## src/rtl/datapath_regfile_lsu.sv

```systemverilog
// datapath_regfile_lsu
//
// Purpose: register file for the core datapath with a built-in program
// counter (register 0) and a single-outstanding load unit that talks to the
// data-memory port. Each register may be written per clock by a load return,
// by write port 2, by write port 1, or (register 0 only) by the PC increment,
// in that order of priority. A busy scoreboard marks the pending load
// destination: ALU writes to it are dropped and flagged, and reads of it
// raise stall.
//
// Ports:
//   clk, reset_n                 clock, asynchronous active-low reset
//   rd_en[3:0]                   per-port read enables (hazard detection only)
//   rd_addr_a..d / rd_data_a..d  four combinational read ports
//   pc_read_en                   0 masks register 0 to zero on the read ports
//   pc                           unmasked register 0
//   pc_inc                       advance register 0 by PC_STEP
//   w1_*/w2_*                    ALU write ports (w2 has priority)
//   ld_issue/ld_dest/ld_addr     load request from the decoder
//   ld_ready                     load unit idle, ld_issue accepted
//   mem_req/mem_addr/mem_gnt     memory request handshake
//   mem_rvalid/mem_rdata         memory response
//   stall                        enabled read port targets the pending load
//   wr_conflict                  one-cycle pulse: an ALU write was dropped
module datapath_regfile_lsu #(
    parameter int DATA_W  = 32,
    parameter int AW      = 4,
    parameter int INIT_PC = 16,
    parameter int PC_STEP = 4
) (
    input  logic              clk,
    input  logic              reset_n,
    input  logic [3:0]        rd_en,
    input  logic [AW-1:0]     rd_addr_a,
    input  logic [AW-1:0]     rd_addr_b,
    input  logic [AW-1:0]     rd_addr_c,
    input  logic [AW-1:0]     rd_addr_d,
    output logic [DATA_W-1:0] rd_data_a,
    output logic [DATA_W-1:0] rd_data_b,
    output logic [DATA_W-1:0] rd_data_c,
    output logic [DATA_W-1:0] rd_data_d,
    input  logic              pc_read_en,
    output logic [DATA_W-1:0] pc,
    input  logic              pc_inc,
    input  logic              w1_en,
    input  logic [AW-1:0]     w1_addr,
    input  logic [DATA_W-1:0] w1_data,
    input  logic              w2_en,
    input  logic [AW-1:0]     w2_addr,
    input  logic [DATA_W-1:0] w2_data,
    input  logic              ld_issue,
    input  logic [AW-1:0]     ld_dest,
    input  logic [DATA_W-1:0] ld_addr,
    output logic              ld_ready,
    output logic              mem_req,
    output logic [DATA_W-1:0] mem_addr,
    input  logic              mem_gnt,
    input  logic              mem_rvalid,
    input  logic [DATA_W-1:0] mem_rdata,
    output logic              stall,
    output logic              wr_conflict
);

    localparam int NREGS = 2 ** AW;

    typedef enum logic [1:0] {
        S_IDLE,
        S_REQ,
        S_WAIT
    } state_t;

    state_t              state;
    state_t              state_next;
    logic [DATA_W-1:0]   regs [NREGS];
    logic [AW-1:0]       dest_q;
    logic [DATA_W-1:0]   addr_q;
    logic [NREGS-1:0]    busy;
    logic                issue_ok;
    logic                ret_fire;
    logic                w1_ok;
    logic                w2_ok;

    // Register 0 reads as zero on the read ports unless pc_read_en is set.
    function automatic logic [DATA_W-1:0] read_port(input logic [AW-1:0] a);
        if (a == '0 && !pc_read_en) begin
            return '0;
        end
        return regs[a];
    endfunction

    assign rd_data_a = read_port(rd_addr_a);
    assign rd_data_b = read_port(rd_addr_b);
    assign rd_data_c = read_port(rd_addr_c);
    assign rd_data_d = read_port(rd_addr_d);
    assign pc        = regs[0];
    assign mem_addr  = addr_q;

    // Only one load can be outstanding, so at most one busy bit is ever set.
    assign stall = |(rd_en & {busy[rd_addr_d], busy[rd_addr_c],
                              busy[rd_addr_b], busy[rd_addr_a]});

    // ALU writes into the pending load destination are dropped; that
    // includes the completion cycle, where the load data takes the register.
    assign w1_ok = w1_en && !busy[w1_addr];
    assign w2_ok = w2_en && !busy[w2_addr];

    always_ff @(posedge clk or negedge reset_n) begin
        if (!reset_n) begin
            state <= S_IDLE;
        end else begin
            state <= state_next;
        end
    end

    always_comb begin
        state_next = state;
        ld_ready   = 1'b0;
        mem_req    = 1'b0;
        issue_ok   = 1'b0;
        ret_fire   = 1'b0;
        case (state)
            S_IDLE: begin
                ld_ready = 1'b1;
                if (ld_issue) begin
                    issue_ok   = 1'b1;
                    state_next = S_REQ;
                end
            end
            S_REQ: begin
                mem_req = 1'b1;
                // A response without a grant is not ours yet and is ignored.
                if (mem_gnt) begin
                    if (mem_rvalid) begin
                        ret_fire   = 1'b1;
                        state_next = S_IDLE;
                    end else begin
                        state_next = S_WAIT;
                    end
                end
            end
            S_WAIT: begin
                if (mem_rvalid) begin
                    ret_fire   = 1'b1;
                    state_next = S_IDLE;
                end
            end
            default: begin
                state_next = S_IDLE;
            end
        endcase
    end

    always_ff @(posedge clk or negedge reset_n) begin
        if (!reset_n) begin
            dest_q <= '0;
            addr_q <= '0;
        end else if (issue_ok) begin
            dest_q <= ld_dest;
            addr_q <= ld_addr;
        end
    end

    always_ff @(posedge clk or negedge reset_n) begin
        if (!reset_n) begin
            busy <= '0;
        end else if (issue_ok) begin
            busy          <= '0;
            busy[ld_dest] <= 1'b1;
        end else if (ret_fire) begin
            busy <= '0;
        end
    end

    always_ff @(posedge clk or negedge reset_n) begin
        if (!reset_n) begin
            wr_conflict <= 1'b0;
        end else begin
            wr_conflict <= (w1_en && busy[w1_addr]) || (w2_en && busy[w2_addr]);
        end
    end

    // Per-register priority: load return, w2, w1, then PC increment.
    always_ff @(posedge clk or negedge reset_n) begin
        if (!reset_n) begin
            regs[0] <= DATA_W'(INIT_PC);
            for (int i = 1; i < NREGS; i++) begin
                regs[i] <= '0;
            end
        end else begin
            for (int i = 0; i < NREGS; i++) begin
                if (ret_fire && dest_q == AW'(i)) begin
                    regs[i] <= mem_rdata;
                end else if (w2_ok && w2_addr == AW'(i)) begin
                    regs[i] <= w2_data;
                end else if (w1_ok && w1_addr == AW'(i)) begin
                    regs[i] <= w1_data;
                end else if (i == 0 && pc_inc) begin
                    regs[i] <= regs[i] + DATA_W'(PC_STEP);
                end
            end
        end
    end

endmodule

```

## config.mk

```make
export PLATFORM = sky130hd
export DESIGN_NAME = datapath_regfile_lsu
export DESIGN_NICKNAME = d
export VERILOG_FILES = /design/src/rtl/datapath_regfile_lsu.sv
export SDC_FILE = /design/constraint.sdc
export NUM_CORES = 2
export LEC_CHECK = 0
export ABC_AREA = 0
export BUFFER_PORTS_ARGS = -buffer_cell sky130_fd_sc_hd__clkbuf_2
export CAP_MARGIN = 15
export CORE_UTILIZATION = 25
export DETAILED_ROUTE_END_ITERATION = 7
export GPL_ROUTABILITY_DRIVEN = 0
export PLACE_DENSITY_LB_ADDON = 0.05
export SYNTH_ARGS = -nofsm -noshare
export SYNTH_HDL_FRONTEND = slang
export SYNTH_SLANG_ARGS = --single-unit
```

## constraint.sdc

```tcl
create_clock -name clk -period 7.6 [get_ports clk]
set_input_delay 1.52 -clock clk [delete_from_list [all_inputs] [get_ports clk]]
set_output_delay 1.52 -clock clk [all_outputs]
set_load 0.05 [all_outputs]
```

==> run_results.csv <==
group,metric,value,unit
run_status,status,"complete, no violations",
worst_setup_path,crit_arrival,4.31,ns
worst_setup_path,path_class,"input port to primary output",
sta,max_freq,171,MHz
power,p_int,0.0114,W
floorplanning,core,0.196,mm²
power,p_seq_share,32.9,%
worst_setup_path,r2r_slack,3.85,ns
worst_setup_path,worstPathMaxFanout,54,
synth,ys_async_sr_fraction,100,%
synth,synth-simple-area-share,7.40,%
power,p_leak,22.7,nW
power,p_clk_share,21.1,%
routing,drt_iter0_drc,3647,
floorplanning,die_h,446,µm
sta,slew-limit-headroom,22.9,%
floorplanning,ios,365,
place,dpl_worst_slack,1.79,ns
clock_network,cts_setup_buffers,0,
sta,post-route-period-util,76.8,%
min_path,hp-class,"flop to flop",
clock_network,cts-hold-fix-buffers,0,
clock_network,clock_latency,0.73,ns
global_route,grt_overflow_total,0,
floorplanning,rows,162,
floorplanning,initial_core_util,25.2,%
worst_setup_path,crit_family,"buffers and inverters",
layout,area_growth,14.5,%
routing,drtPass1Iterations,6,
job,cap_violations,0,
synth,syn_inst,4295,
global_route,grt.met3_usage,3.62,%
layout,final_common_cell,"mux4_2",
routing,ant_nets,0,
synth,synthMuxAreaShare,47.1,%
routing,vias,40500,
sta,worstMarginPinSlew,1.16,ns
worst_setup_path,cp.buffers_inverters,3,
synth,synth_compound_area_share,11.2,%
power,switchingPower,0.00883,W
power,powerDensity,359,mW/mm²
synth,ys_dominant_reg_cell,"dfrtp_1",
synth,synth_fa_ha_area_share,0.101,%
clock_network,clock_tree.buffer_depth,3,
worst_setup_path,cpMostUsedCell,"mux4_2",
synth,ys_types,75,
synth,ys_seq_area_share,28.8,%
worst_setup_path,reg2reg_from,"state[1]",
layout,drive_gt1_share,39.5,%
sta,fin_skew,0.0316,ns
synth,ys_ff_latch,567,
sta,finalHoldViolCount,0,
worst_setup_path,reg2reg_to,"regs[201]",
synth,syn_area,0.0493,mm²
power,design_power_total,0.0203,W
min_path,worstHoldEndpoint,"mem_addr[3]",
floorplanning,die_w,446,µm
clock_network,cts_made_buffers,86,
synth,synth_area_leaders,"mux4_2 30%, dfrtp_1 29%, mux2i_1 9.1%, mux2_2 7.4%, o21ai_0 3.3%",
layout,layout.nets,4461,
clock_network,clkTransAtPathRegs,0.05,ns
global_route,grt_antenna_before_repair,19,
global_route,use_met1,33.9,%
synth,synth_top_family_by_area,"multiplexers",
min_path,whs_path_depth,1,
place,hpwl,162,mm
routing,totalWireLength,261,mm
clock_network,cts_max_level,3,
worst_setup_path,cpPeakStageDelay,0.59,ns
sta,timing.setup.tns,0,ns
place,numPortBuffers,364,
global_route,use_met2,43.8,%
layout,layout_common_cells,"668 x mux4_2, 566 x dfrtp_1, 451 x mux2i_1",
global_route,grt_pass1_wl,360,mm
worst_setup_path,slowest_stage,"buf_6",
routing,wire_per_inst,37.4,µm
floorplanning,die_area,0.199,mm²
synth,yosysTopAreaCellShare,30.5,%
synth,ys_warn_count,0,
global_route,grtUsageTotal,25.9,%
synth,synth.net_count,4468,
sta,grt_setup_unrepaired,"no",
synth,synth_xor_area_share,0.106,%
synth,synth_area_leader_cell,"mux4_2",
clock_network,clock_sinks,567,
sta,finalCriticalPeriod,5.83,ns
global_route,grt_max_degree,97,
min_path,min-delay-start,"mem_addr[3]",
power,p_sw_share,43.6,%
global_route,top_usage_layer,"met2",
clock_network,cts_tree,"built",
worst_setup_path,end_kind,"primary output",
worst_setup_path,reg2reg_depth,8,
worst_setup_path,start_kind,"input port",
clock_network,cts-root-buf,"clkbuf_16",
sta,worst_slack,1.77,ns
worst_setup_path,crit_chain,"buf_6 -> buf_4 -> mux4_2 -> mux4_2 -> nor2b_1 -> clkbuf_2",
power,ir_drop,232,µV
routing,via_per_inst,5.79,
sta,slew_viol_final,0,
power,p_comb_share,46.0,%
worst_setup_path,critPathRequiredTime,6.08,ns
clock_network,post_cts_resized,0,
sta,finalSetupViolations,0,
synth,synth_edf_count,0,
routing,drc,0,
global_route,grt_pass1_vias,40800,
synth,post_synth.cell_area_avg,11.5,µm²
-- area by class of cell --
| class | count | area, µm² |
|---|---|---|
| sequential | 567 | 14200 |
| tap | 2624 | 3280 |
| clock inverter | 24 | 274 |
| timing repair buffer | 498 | 3200 |
| inverter | 18 | 67.6 |
| fill | 20100 | 139000 |
| antenna | 5 | 12.5 |
| multi-input combinational | 3117 | 32800 |
| clock buffer | 133 | 2620 |
-- power by group through the flow --
stage / logic (W) / clock network [W] / registers (W)
finish: 0.00931 / 0.00428 / 0.00667
global route: 0.00981 / 0.00449 / 0.00689
CTS: 0.00937 / 0.00442 / 0.00660
detailed placement: 0.00933 / 0 / 0.00664
global placement: 0.00932 / 0 / 0.00663
floorplan: 0.00705 / 0 / 0.00589
-- sequential cells by signal, indices dropped and copies added (netlist names) --
name         count
busy            16
regs           480
state            2
wr_conflict      1
dest_q           4
pc              32
mem_addr        32
-- through the flow --
stage	std cells	util (%)	instance area (µm²)	hold WS, ns
final	6986	28.9	56500	0.502
after global routing	6984	28.9	56500	0.515
after CTS	6981	28.9	56500	0.507
after detailed placement	6824	27.4	53600	0.495
after global placement	6822	27.4	53500	0.490
after floorplan	4295	-	49300	0.495
-- worst max path at each step --
stage / depth (start not counted) / slack (ns) / from / to
final: 6 / 1.77 / rd_addr_c[1] / rd_data_c[1]
after global routing: 6 / 1.77 / rd_addr_c[1] / rd_data_c[1]
after CTS: 6 / 1.79 / rd_addr_c[1] / rd_data_c[1]
after detailed placement: 6 / 1.79 / rd_addr_c[1] / rd_data_c[1]
after global placement: 6 / 1.81 / rd_addr_c[1] / rd_data_c[1]
after floorplan: 7 / 2.43 / rd_addr_c[0] / stall
-- Yosys cell counts (35+ instances only) --
cell,count
clkbuf_1,360
nand2_1,414
o22ai_1,77
nor2b_1,35
buf_1,73
nor2_1,160
a31oi_1,39
mux4_2,668
buf_2,113
and2_1,36
mux2_2,325
buf_4,38
a21o_1,132
a211oi_1,115
nor3_1,36
a21oi_1,51
dfrtp_1,566
o21ai_0,325
mux2i_1,451
-- routing by layer --
metal | vias to the layer above | wire (µm)
met1 | 21900 | 111000
li1 | 16700 | -
met2 | 1478 | 128000
met3 | 340 | 12400
met5 | - | 25
met4 | 6 | 9300
-- logic make-up (layout without fill, tap and decap cells) --
| group | after synthesis | in the layout |
|---|---|---|
| buffers and inverters | 611 | 673 |
| multiplexers | 1445 | 1445 |
| AO/OA/AOI/OAI | 850 | 850 |
| other | 0 | 5 |
| adder cells (fa/ha/maj) | 4 | 4 |
| flip-flops | 567 | 567 |
| XOR/XNOR | 6 | 6 |
| AND/OR/NAND/NOR | 812 | 812 |
(Power assumes the default switching activity.)
